===== src/rtl/score_ram_arbiter_if.sv =====
// Request/acknowledge bundle for one requester of the score RAM.
// Master: req/we/addr/wdata out, ack/rdata in. Slave: the arbiter side.
interface score_ram_arbiter_if #(
    parameter int ADDR_W = 5,
    parameter int DATA_W = 7
);
    logic              req;
    logic              we;
    logic [ADDR_W-1:0] addr;
    logic [DATA_W-1:0] wdata;
    logic              ack;
    logic [DATA_W-1:0] rdata;

    modport master (
        output req, we, addr, wdata,
        input  ack, rdata
    );

    modport slave (
        input  req, we, addr, wdata,
        output ack, rdata
    );
endinterface


===== src/rtl/score_ram_arbiter.sv =====
// Score RAM owner: arbitrates ports a/b onto one single-port RAM, zero-fills it.
// Ports: clk, rst (async low), clear_req, busy, a/b (slave bundles), RAM_* bus.
module score_ram_arbiter #(
    parameter int ADDR_W        = 5,
    parameter int DATA_W        = 7,
    parameter int RD_LAT        = 1,
    parameter int INIT_ON_RESET = 1
) (
    input  logic               clk,
    input  logic               rst,
    input  logic               clear_req,
    output logic               busy,
    score_ram_arbiter_if.slave a,
    score_ram_arbiter_if.slave b,
    output logic [ADDR_W-1:0]  RAM_addr,
    output logic [DATA_W-1:0]  RAM_out,
    output logic               RAM_W,
    input  logic [DATA_W-1:0]  RAM_data
);

    localparam int DEPTH = 1 << ADDR_W;

    localparam logic [1:0] S_INIT  = 2'd0;
    localparam logic [1:0] S_IDLE  = 2'd1;
    localparam logic [1:0] S_ISSUE = 2'd2;
    localparam logic [1:0] S_WAIT  = 2'd3;

    localparam logic [1:0] S_RST =
        (INIT_ON_RESET != 0) ? S_INIT : S_IDLE;

    localparam logic [ADDR_W:0] FILL_END = (ADDR_W + 1)'(DEPTH);
    localparam logic [1:0]      LAT_END  = 2'(RD_LAT);

    logic [1:0]        state;
    logic [ADDR_W:0]   fill_cnt;
    logic [1:0]        lat_cnt;
    logic              last_b;
    logic              sel_b;
    logic              op_we;
    logic              clr_pend;

    logic              a_elig;
    logic              b_elig;
    logic              grant_b;
    logic              grant_any;
    logic              g_we;
    logic [ADDR_W-1:0] g_addr;
    logic [DATA_W-1:0] g_wdata;

    // A port whose read ack is still showing has not yet had the
    // chance to drop req, so it is not eligible this cycle.
    always_comb begin
        a_elig    = a.req & ~a.ack;
        b_elig    = b.req & ~b.ack;
        grant_b   = b_elig & (~a_elig | ~last_b);
        grant_any = a_elig | b_elig;
        g_we      = grant_b ? b.we    : a.we;
        g_addr    = grant_b ? b.addr  : a.addr;
        g_wdata   = grant_b ? b.wdata : a.wdata;
    end

    always_ff @(posedge clk or negedge rst) begin
        if (!rst) begin
            state    <= S_RST;
            fill_cnt <= '0;
            lat_cnt  <= '0;
            last_b   <= 1'b1;
            sel_b    <= 1'b0;
            op_we    <= 1'b0;
            clr_pend <= 1'b0;
            busy     <= 1'b0;
            RAM_addr <= '0;
            RAM_out  <= '0;
            RAM_W    <= 1'b0;
            a.ack    <= 1'b0;
            a.rdata  <= '0;
            b.ack    <= 1'b0;
            b.rdata  <= '0;
        end else begin
            a.ack <= 1'b0;
            b.ack <= 1'b0;

            if (clear_req && state != S_IDLE)
                clr_pend <= 1'b1;

            unique case (state)
                S_INIT: begin
                    if (fill_cnt == FILL_END) begin
                        state    <= S_IDLE;
                        fill_cnt <= '0;
                        RAM_W    <= 1'b0;
                        busy     <= 1'b0;
                    end else begin
                        RAM_addr <= fill_cnt[ADDR_W-1:0];
                        RAM_out  <= '0;
                        RAM_W    <= 1'b1;
                        busy     <= 1'b1;
                        fill_cnt <= fill_cnt + 1'b1;
                    end
                end

                S_IDLE: begin
                    if (clear_req || clr_pend) begin
                        state    <= S_INIT;
                        clr_pend <= 1'b0;
                    end else if (grant_any) begin
                        RAM_addr <= g_addr;
                        RAM_out  <= g_wdata;
                        RAM_W    <= g_we;
                        last_b   <= grant_b;
                        sel_b    <= grant_b;
                        op_we    <= g_we;
                        state    <= S_ISSUE;
                        // Writes complete on the grant edge itself.
                        if (g_we) begin
                            if (grant_b)
                                b.ack <= 1'b1;
                            else
                                a.ack <= 1'b1;
                        end
                    end
                end

                S_ISSUE: begin
                    RAM_W <= 1'b0;
                    if (op_we) begin
                        state <= S_IDLE;
                    end else begin
                        state   <= S_WAIT;
                        lat_cnt <= 2'd1;
                    end
                end

                S_WAIT: begin
                    if (lat_cnt == LAT_END) begin
                        state <= S_IDLE;
                        if (sel_b) begin
                            b.rdata <= RAM_data;
                            b.ack   <= 1'b1;
                        end else begin
                            a.rdata <= RAM_data;
                            a.ack   <= 1'b1;
                        end
                    end else begin
                        lat_cnt <= lat_cnt + 1'b1;
                    end
                end

                default: state <= S_IDLE;
            endcase
        end
    end

endmodule

===== src/flat_wrapper.sv =====
// flat-port wrapper written by rule: the top's interface ports become plain ports
module score_ram_arbiter_flat 
#(
    parameter int ADDR_W        = 5,
    parameter int DATA_W        = 7,
    parameter int RD_LAT        = 1,
    parameter int INIT_ON_RESET = 1
)
  (clk, rst, clear_req, busy, RAM_addr, RAM_out, RAM_W, RAM_data, a_req, a_we, a_addr, a_wdata, a_ack, a_rdata, b_req, b_we, b_addr, b_wdata, b_ack, b_rdata);
  score_ram_arbiter_if #(.ADDR_W(ADDR_W), .DATA_W(DATA_W)) a_i ();
  score_ram_arbiter_if #(.ADDR_W(ADDR_W), .DATA_W(DATA_W)) b_i ();
  input  logic clk;
  input  logic rst;
  input  logic clear_req;
  output logic busy;
  output logic [ADDR_W-1:0] RAM_addr;
  output logic [DATA_W-1:0] RAM_out;
  output logic RAM_W;
  input  logic [DATA_W-1:0] RAM_data;
  input wire logic [$bits(a_i.req)-1:0] a_req;
  input wire logic [$bits(a_i.we)-1:0] a_we;
  input wire logic [$bits(a_i.addr)-1:0] a_addr;
  input wire logic [$bits(a_i.wdata)-1:0] a_wdata;
  output wire logic [$bits(a_i.ack)-1:0] a_ack;
  output wire logic [$bits(a_i.rdata)-1:0] a_rdata;
  input wire logic [$bits(b_i.req)-1:0] b_req;
  input wire logic [$bits(b_i.we)-1:0] b_we;
  input wire logic [$bits(b_i.addr)-1:0] b_addr;
  input wire logic [$bits(b_i.wdata)-1:0] b_wdata;
  output wire logic [$bits(b_i.ack)-1:0] b_ack;
  output wire logic [$bits(b_i.rdata)-1:0] b_rdata;
  assign a_i.req = a_req;
  assign a_i.we = a_we;
  assign a_i.addr = a_addr;
  assign a_i.wdata = a_wdata;
  assign a_ack = a_i.ack;
  assign a_rdata = a_i.rdata;
  assign b_i.req = b_req;
  assign b_i.we = b_we;
  assign b_i.addr = b_addr;
  assign b_i.wdata = b_wdata;
  assign b_ack = b_i.ack;
  assign b_rdata = b_i.rdata;
  score_ram_arbiter #(.ADDR_W(ADDR_W), .DATA_W(DATA_W), .RD_LAT(RD_LAT), .INIT_ON_RESET(INIT_ON_RESET)) u_core (.clk(clk), .rst(rst), .clear_req(clear_req), .busy(busy), .a(a_i), .b(b_i), .RAM_addr(RAM_addr), .RAM_out(RAM_out), .RAM_W(RAM_W), .RAM_data(RAM_data));
endmodule

===== config.mk =====
export PLATFORM = sky130hd
export DESIGN_NAME = score_ram_arbiter_flat
export DESIGN_NICKNAME = d
export VERILOG_FILES = /design/src/rtl/score_ram_arbiter_if.sv /design/src/rtl/score_ram_arbiter.sv /design/src/flat_wrapper.sv
export SDC_FILE = /design/constraint.sdc
export NUM_CORES = 1
export LEC_CHECK = 0
export BUFFER_PORTS_ARGS = -buffer_cell sky130_fd_sc_hd__buf_2
export CORE_MARGIN = 10
export CORE_UTILIZATION = 55
export CTS_CLUSTER_SIZE = 28
export DETAILED_ROUTE_END_ITERATION = 8
export GPL_TIMING_DRIVEN = 0
export PLACE_DENSITY = 0.85
export SYNTH_ARGS = -nofsm -noshare
export SYNTH_HDL_FRONTEND = slang
export SYNTH_SLANG_ARGS = --single-unit

===== constraint.sdc =====
create_clock -name clk -period 3.8 [get_ports clk]
set_input_delay 0.19 -clock clk [delete_from_list [all_inputs] [get_ports clk]]
set_output_delay 0.19 -clock clk [all_outputs]
set_load 0.02 [all_outputs]

==> impl_results.md <==
- Congestion Overflow GR: 0
- VDD IR max: 0.000564 V
- Fin. Hold Viols: 0
- Core area: 3970 sq um
- Cells along the critical path: inv_1, ha_1, nor3b_4, o21ai_2, a221oi_4, buf_6, mux2_1
- Initial antenna violation count: 0
- Die area: 7010 sq um
- CP Buf/Inv Count: 2
- Largest net degree at the start of global routing: 45
- Seq cells post-synth: 44
- Post-place instance area: about 2600 sq um
- Top-area cell type share of the netlist area: 0.482
- Mapped Area: 2230 sq um
- Total GRT Usage: 0.156
- Fmax: 421 MHz
- Total negative slack: 0 ps
- RePlAce Congestion: 0.799
- Required @ worst endpoint: 3980 ps
- Synthesized Nets: 250
- CTS buffer count: 5
- # port buffers: 67
- Global-route wire length before repair: 9.05 mm
- Horiz. Die Dim: 83.7 microns
- Vias in the first global route: ~1900
- Residual DRC: 0
- Critical path data arrival time: roughly 2600 ps
- Slew headroom: 0.361
- Number of synthesized flops with an enable pin: 0
- Area leader, netlist: dfrtp_1
- Initial DRT Pass Iterations: 5
- Maxcap violations: 0
- Height of the die: 83.7 microns
- Latest clock arrival within the worst-skew pair: 300 ps
- PwrDens: 931 nW/um^2
- Post-route core utilization: 0.702
- Top FF cell, synth: dfrtp_1
- ANT nets after route: 0
- # clock sinks: 44
- Hold_buf cts: 0
- CTS H-tree depth: 2
- Post-layout power: 0.00260 W
- Post-synth ARST share: 1.00
- P_leak: 1.37 nW
- Commonest cells after routing, fill and taps aside: 68 x buf_2, 43 x dfrtp_1, 22 x nand2_1
- Area contributors post-synth: dfrtp_1 48%, mux2_2 8.6%, mux2i_1 4.9%, mux2_1 4.5%, ha_1 4.5%
- Routed wire length per instance: 16.5 microns
- Fin crit share: 0.625
- DR iter-0 viols: 107
- Crit Path Max Fanout: 10
- Initial Utilization: 0.562
- Netlist cell types: 40
- Critical Path End Type: flop
- Top-Level Pins: 68
- Layout cell share with drive strength beyond 1: 0.355
- RSZ-0062 raised after global routing: no
- Avg Cell Area, Syn: 10.9 sq um
- Reg clk slew, reported paths: ~90 ps
- Cts repair resizes: 0
- Final #Nets: 324
- Yosys warns: 0
- Status: finished, final reports clean
- Worst Tran Pin Value: 958 ps
- Max-slew violation count: 0
- Most common cell after layout, fill and taps aside: buf_2
- Area grow syn2layout: 24.9%
- Max stage delay on crit path: approximately 410 ps
- CP Class: flop to flop
- Shortest period the worst path allows: 2380 ps
- Diode count: 0
- Sequential area share after synthesis: 0.494
- Fin Clk Skew: 5.02 ps
- Clock Path Buffers: 2
- Routed vias: 1830
- Post-CTS setup buffer count: 0
- HPWL Detailed: 4.10 mm
- Cell count after synthesis: 204
- # rows: 23
- Slowest CP cell: dfrtp_1
- Mean number of vias per cell: 5.56
- Largest delay share family, worst path: compound AO/OA/AOI/OAI gates
- CTS tree: built
- Routed WL: 5.43 mm
- CP Launch Type: flop
- Final setup viols: 0
- WHS: 34.8 ps
- Root Buffer: clkbuf_8
- Final Instance Area: 2790 sq um
- Worst hold path class: primary input to async pin
sequential cells by signal, summed over array words and instances (netlist names), 2 cells and up:
| register | flops |
|---|---|
| u_core.fill_cnt | 6 |
| u_core.b.rdata | 7 |
| u_core.state | 2 |
| u_core.a.rdata | 7 |
| u_core.RAM_out | 7 |
| u_core.RAM_addr | 5 |
| u_core.lat_cnt | 2 |
worst register-to-register path: stages, from the launching register on:
cell and delay [ps]:
dfrtp_1 410, inv_1 130, ha_1 250, nor3b_4 330, o21ai_2 200, a221oi_4 390, buf_6 210, mux2_1 330
per-stage QoR:
| step | setup slack (ps) | cells |
|---|---|---|
| finish | 1420 | 329 |
| global route | 1290 | 329 |
| CTS | 1410 | 329 |
| detailed placement | 1430 | 321 |
| global placement | 1480 | 321 |
| floorplan | 1700 | 204 |
final timing paths:
kind	end	startpoint	cells past startpoint	slack [ps]
max	u_core.RAM_out[2]	u_core.state[1]	7	1420
min	u_core.state[0]	rst	1	30
max reg2reg	u_core.RAM_out[2]	u_core.state[1]	7	1420
min in group clk	u_core.b.rdata[2]	RAM_data[2]	2	130
min reg2reg	u_core.last_b	u_core.last_b	2	470
max in group asynchronous	u_core.RAM_out[4]	rst	1	3170
routing by layer:
metal | global-route usage | up-vias | share of wire
met2 | 0.243 | 71 | 0.48
li1 | - | 867 | -
met3 | 0.0635 | 6 | 0.087
met5 | 0 | - | 0
met4 | 0.0700 | 0 | 0.014
met1 | 0.184 | 886 | 0.41
cells in the mapped netlist (2+ instances only):
library cell,count
a21oi_1,7
a31oi_1,5
clkbuf_1,6
dfrtp_1,43
ha_1,8
inv_1,10
mux2_1,9
mux2_2,17
mux2i_1,11
nand2_1,22
nand3_1,8
nand3b_1,2
nand4_1,2
nor2_1,14
nor2b_1,4
nor3_1,3
o21ai_0,9
xnor2_1,2
kinds of logic after synthesis:
kind of cell	synth area share
xor+xnor	0.00785
compound gates	0.102
mux	0.180
fa+ha+maj	0.0448
buf+inv	0.0359
simple gates	0.135
flops	0.494
report_power, final:
group / total (W) / internal, W / switching, W
Combinational: 0.00126 / 0.000537 / 0.000723
Sequential: 0.000841 / 0.000692 / 0.000149
Clock: 0.000495 / 0.000329 / 0.000166
Total: 0.00260 / 0.00156 / 0.00104
area by class of cell:
class                   count  area [sq um]
plain buffers               9          42.5
clock buffers               5          68.8
fillers                   309          1180
flip-flops and latches     44          1100
repair buffers             67           335
well taps                  50          62.6
inverters                  10          37.5
multi-input cells         141          1050
clock inverters             3          90.1
Power figures use the tool's default switching activity.
